==> src/rtl/mux4x1_arbiter_pkg.sv <==
// Shared constants and types for the team's small mux/arbiter blocks.
package mux4x1_arbiter_pkg;

    localparam int NUM_REQ          = 4;
    localparam int MAX_HOLD_DEFAULT = 4;

    typedef enum logic {
        ST_IDLE  = 1'b0,
        ST_GRANT = 1'b1
    } arb_state_t;

endpackage

==> src/rtl/mux4x1_arbiter_rr_pick4.sv <==
// Rotating-priority search over four requesters, starting at i_ptr.
module rr_pick4
    import mux4x1_arbiter_pkg::*;
(
    input  logic [NUM_REQ-1:0] i_req,
    input  logic [1:0]         i_ptr,
    output logic [1:0]         o_winner,
    output logic               o_found
);

    logic [1:0] w_idx;

    // Walk from the farthest offset down so the nearest requester wins last.
    always_comb begin
        o_winner = i_ptr;
        o_found  = 1'b0;
        w_idx    = i_ptr;
        for (int k = NUM_REQ - 1; k >= 0; k--) begin
            w_idx = i_ptr + 2'(k);
            if (i_req[w_idx]) begin
                o_winner = w_idx;
                o_found  = 1'b1;
            end
        end
    end

endmodule

==> src/rtl/mux4x1_arbiter.sv <==
// Round-robin 4:1 arbiter with a bounded hold time and a registered data select.
//   state    | meaning
//   ST_IDLE  | no requester granted; gnt=0, out_valid=0
//   ST_GRANT | requester sel owns the output; r_cnt counts consecutive cycles
module mux4x1_arbiter
    import mux4x1_arbiter_pkg::*;
#(
    parameter int MAX_HOLD = MAX_HOLD_DEFAULT
) (
    input  logic               i_clk,
    input  logic               i_rst,
    input  logic [NUM_REQ-1:0] i_req,
    input  logic [NUM_REQ-1:0] i_d,
    output logic [NUM_REQ-1:0] o_gnt,
    output logic [1:0]         o_sel,
    output logic               o_out_valid,
    output logic               o_out
);

    localparam logic [3:0] HOLD_LIMIT = 4'(MAX_HOLD);

    arb_state_t          r_state;
    logic [1:0]          r_ptr;
    logic [3:0]          r_cnt;
    logic [1:0]          r_sel;
    logic [NUM_REQ-1:0]  r_gnt;
    logic                r_valid;

    arb_state_t          w_nxt_state;
    logic [1:0]          w_nxt_ptr;
    logic [3:0]          w_nxt_cnt;
    logic [1:0]          w_nxt_sel;
    logic [NUM_REQ-1:0]  w_nxt_gnt;
    logic                w_nxt_valid;

    logic                w_release;
    logic [1:0]          w_pick_ptr;
    logic [1:0]          w_winner;
    logic                w_found;
    logic [NUM_REQ-1:0]  w_winner_oh;

    // On release the search already starts one past the current owner,
    // which puts the releasing requester at lowest priority.
    assign w_release   = (r_state == ST_GRANT) && (!i_req[r_sel] || (r_cnt == HOLD_LIMIT));
    assign w_pick_ptr  = (r_state == ST_GRANT) ? (r_sel + 2'd1) : r_ptr;
    assign w_winner_oh = 4'b0001 << w_winner;

    rr_pick4 u_pick (
        .i_req    (i_req),
        .i_ptr    (w_pick_ptr),
        .o_winner (w_winner),
        .o_found  (w_found)
    );

    always_comb begin
        w_nxt_state = r_state;
        w_nxt_ptr   = r_ptr;
        w_nxt_cnt   = r_cnt;
        w_nxt_sel   = r_sel;
        w_nxt_gnt   = r_gnt;
        w_nxt_valid = r_valid;
        case (r_state)
            ST_IDLE: begin
                w_nxt_gnt   = '0;
                w_nxt_valid = 1'b0;
                if (w_found) begin
                    w_nxt_state = ST_GRANT;
                    w_nxt_sel   = w_winner;
                    w_nxt_gnt   = w_winner_oh;
                    w_nxt_valid = 1'b1;
                    w_nxt_cnt   = 4'd1;
                end
            end
            ST_GRANT: begin
                if (!w_release) begin
                    w_nxt_cnt = r_cnt + 4'd1;
                end else begin
                    w_nxt_ptr = w_pick_ptr;
                    if (w_found) begin
                        w_nxt_sel   = w_winner;
                        w_nxt_gnt   = w_winner_oh;
                        w_nxt_valid = 1'b1;
                        w_nxt_cnt   = 4'd1;
                    end else begin
                        w_nxt_state = ST_IDLE;
                        w_nxt_gnt   = '0;
                        w_nxt_valid = 1'b0;
                        w_nxt_cnt   = 4'd0;
                    end
                end
            end
            default: begin
                w_nxt_state = ST_IDLE;
                w_nxt_gnt   = '0;
                w_nxt_valid = 1'b0;
                w_nxt_cnt   = 4'd0;
            end
        endcase
    end

    always_ff @(posedge i_clk) begin
        if (i_rst) begin
            r_state <= ST_IDLE;
            r_ptr   <= 2'd0;
            r_cnt   <= 4'd0;
            r_sel   <= 2'd0;
            r_gnt   <= '0;
            r_valid <= 1'b0;
        end else begin
            r_state <= w_nxt_state;
            r_ptr   <= w_nxt_ptr;
            r_cnt   <= w_nxt_cnt;
            r_sel   <= w_nxt_sel;
            r_gnt   <= w_nxt_gnt;
            r_valid <= w_nxt_valid;
        end
    end

    assign o_gnt       = r_gnt;
    assign o_sel       = r_sel;
    assign o_out_valid = r_valid;
    assign o_out       = r_valid ? i_d[r_sel] : 1'b0;

endmodule

==> config.mk <==
export PLATFORM = sky130hd
export DESIGN_NAME = mux4x1_arbiter
export DESIGN_NICKNAME = d
export VERILOG_FILES = /design/src/rtl/mux4x1_arbiter_pkg.sv /design/src/rtl/mux4x1_arbiter_rr_pick4.sv /design/src/rtl/mux4x1_arbiter.sv
export SDC_FILE = /design/constraint.sdc
export NUM_CORES = 1
export LEC_CHECK = 0
export BUFFER_PORTS_ARGS = -buffer_cell sky130_fd_sc_hd__buf_4
export CAP_MARGIN = 25
export CORE_ASPECT_RATIO = 1.2
export CORE_MARGIN = 10
export CORE_UTILIZATION = 50
export CTS_BUF_LIST = sky130_fd_sc_hd__clkbuf_16
export DETAILED_ROUTE_END_ITERATION = 16
export PLACE_DENSITY = 0.78
export SLEW_MARGIN = 10
export SYNTH_ARGS = -nofsm -noshare
export SYNTH_HDL_FRONTEND = slang
export SYNTH_SLANG_ARGS = --single-unit
==> constraint.sdc <==
create_clock -name i_clk -period 4.2 [get_ports i_clk]
set_clock_uncertainty 0.05 [all_clocks]
set_input_delay 0.42 -clock i_clk [delete_from_list [all_inputs] [get_ports i_clk]]
set_output_delay 0.42 -clock i_clk [all_outputs]
set_load 0.02 [all_outputs]
==> flow_metrics.env <==
export IMPL_grt_overflow=0
export IMPL_crit_arrival_ps=1750
export IMPL_drc_errors=0
export IMPL_crit_chain="mux4_1 > and2_1 > buf_4"
export IMPL_multi_input_area_um2=587
export IMPL_fillers=154
export IMPL_nets=136
export IMPL_synth_seq_cells=14
export IMPL_critPathKind="flop to output port"
export IMPL_h_tree_depth=1
export IMPL_cts_root_buf="clkbuf_16"
export IMPL_ios=18
export IMPL_hpwl_mm=1.68
export IMPL_start_util_pct=51.6
export IMPL_synth_ff_type="dfxtp_1"
export IMPL_port_buffer_count=17
export IMPL_ff_latch_area_um2=280
export IMPL_dpl_cell_count=138
export IMPL_setup_viol=0
export IMPL_place_area_mm2=0.00104
export IMPL_grt_max_degree=20
export IMPL_max_vdd_ir_drop_mv=0.340
export IMPL_cts_buffers=3
export IMPL_dr_pass1_iters=4
export IMPL_via_per_inst=5.96
export IMPL_ctsResizeCount=0
export IMPL_fmax_ghz=0.450
export IMPL_insertedDiodeCount=0
export IMPL_synthToLayoutAreaGrowth_pct=20.1
export IMPL_antenna_found_initial=0
export IMPL_drive_gt1_share_pct=24.4
export IMPL_end_kind="output port"
export IMPL_place_ws_ps=2230
export IMPL_setup_tns_ps=0
export IMPL_min_period_ps=2220
export IMPL_wire_per_inst_um=15.3
export IMPL_setup_ws_ps=1980
export IMPL_synthArstFlopShare_pct=0
export IMPL_synth_commonest_cells="14 x dfxtp_1, 11 x nor2_1, 7 x nand2_1"
export IMPL_num_rows=17
export IMPL_cts_tree="done"
export IMPL_clkSinkCount=14
export IMPL_synth_distinct_cells=45
export IMPL_critPathLaunchType="flop"
export IMPL_die_w_um=59.4
export IMPL_synth_most_common_cell="dfxtp_1"
export IMPL_routed_via_count=846
export IMPL_ant_nets=0
export IMPL_yosysSeqAreaShare_pct=30.1
export IMPL_utilization_pct=61.9
export IMPL_dieArea_mm2=0.00400
export IMPL_grt_pass1_wl_mm=3.61
export IMPL_syn_avg_cell_area_um2=8.55
export IMPL_synth_top_area_share_pct=30.1
export IMPL_drtIter0Drc=16
export IMPL_fin_cells=142
export IMPL_cpMaxStageDelayCell="mux4_1"
export IMPL_relSlewSlack_pct=59.0
export IMPL_clock_latency_ps=240
export IMPL_syn_inst=109
export IMPL_grt_pass1_vias=831
export IMPL_grt_total_usage_pct=11.3
export IMPL_status="complete, no violations"
export IMPL_cpPeakStageDelay_ps=600
export IMPL_finalHoldViolCount=0
export IMPL_cp_max_fo=12
export IMPL_stdcell_area_mm2=0.00112
export IMPL_rsz0062_at_grt="false"
export IMPL_hold_path_class="primary input to flop"
export IMPL_synthTopCellsByArea="dfxtp_1 30%, nor2_1 4.4%, a32o_1 4.3%, nand2b_1 3.4%, mux4_1 2.8%"
export IMPL_power_leakage_nw=0.453
export IMPL_cts_path_max_buffers=2
export IMPL_synth_top_area_cell="dfxtp_1"
export IMPL_p_per_area_mw_per_mm2=436
export IMPL_synth_edf_count=0
export IMPL_clk_pin_slew_ps=40
export IMPL_syn_nets=121
export IMPL_netlist_area_um2=932
export IMPL_yosysWarningCount=0
export IMPL_fin_crit_sh_pct=52.9
export IMPL_die_h_um=67.3
export IMPL_worst_slew_pin_slew_ps=609
export IMPL_routabilityCongestion=0.882
export IMPL_maxCapViolCount=0
export IMPL_worstPathRequired_ps=3730
export IMPL_hold_buffers=0
export IMPL_core_area_mm2=0.00181
export IMPL_drv_slew=0
export IMPL_drt_wl_total_mm=2.17
export IMPL_cts_setup_buffers=0
==> metal layers <==
layer	vias to the layer above	global-route usage, %	share of wire, %
li1	429	-	-
met5	-	0	0
met2	23	20.7	52
met1	386	11.2	40
met4	0	6.61	2.6
met3	8	2.63	5.0
==> kinds of logic (layout without fill, tap and decap cells) <==
kind of cell               Yosys count  after routing  synth area share [%]
AOI/OAI and AO/OA                   30             30                  25.4
xor gates and xnor gates             1              1                  1.75
adders and majority gates            2              2                  2.68
buffers and inverters               13             27                  6.98
DFF                                 14             14                  30.1
muxes                                3              3                  4.97
and+or+nand+nor                     46             46                  28.2
==> through the flow <==
step                      power [W]  hold WS [ps]
after floorplan            0.000275           421
after global placement     0.000309           425
after detailed placement   0.000313           434
after CTS                  0.000493           368
after global routing       0.000513           374
final                      0.000488           373
==> placed cells by master (no fill, tap or decap), types with 2 or more instances in the layout <==
cell type  netlist  final
or2_2            2      2
a21oi_1          5      5
dfxtp_1         14     14
a32o_1           4      4
a211oi_1         3      3
nand3_1          3      3
ha_1             2      2
nand2_1          7      7
o21ai_0          4      4
nor2b_1          2      2
and2_0           2      2
a31oi_1          2      2
buf_4            1     17
nand2b_1         5      5
inv_1            6      6
nand3b_1         2      2
clkbuf_16        0      3
and2_1           3      3
nor2_1          11     11
mux2i_1          2      2
==> worst max-delay path: cells and delay by family (launching register included) <==
family        cells  cell delay, ps
mux               1             600
flops             1             590
simple gates      1             170
buf+inv           1             150
==> sequential cells by signal, indices dropped and copies added (netlist names) <==
register     count
r_cnt            4
o_out_valid      1
o_gnt            4
r_state          1
r_ptr            2
o_sel            2
==> final timing paths <==
check | slack [ps] | to | cells after the start | from
worst max-delay path | 1980 | o_out | 3 | o_sel[0]
worst max register to register | 2280 | o_gnt[3] | 5 | r_state
worst min-delay path | 370 | r_cnt[2] | 2 | i_rst
worst min register to register | 440 | o_out_valid | 1 | o_out_valid
==> cell type report <==
cell class / instances / area share, %
multi-input cells: 82 / 52.4
well taps: 19 / 2.12
clock inverters: 1 / 0.335
repair buffers: 17 / 11.4
flip-flops and latches: 14 / 25.0
clock buffers: 3 / 6.70
inverters: 6 / 2.01
==> power by group <==
group | switching [W] | leakage, nW | internal [W]
clock | 0.0000515 | 0.0385 | 0.000125
combinational | 0.0000702 | 0.299 | 0.0000674
sequential | 0.0000250 | 0.115 | 0.000148
total | 0.000147 | 0.453 | 0.000341
Power figures use the tool's default switching activity.
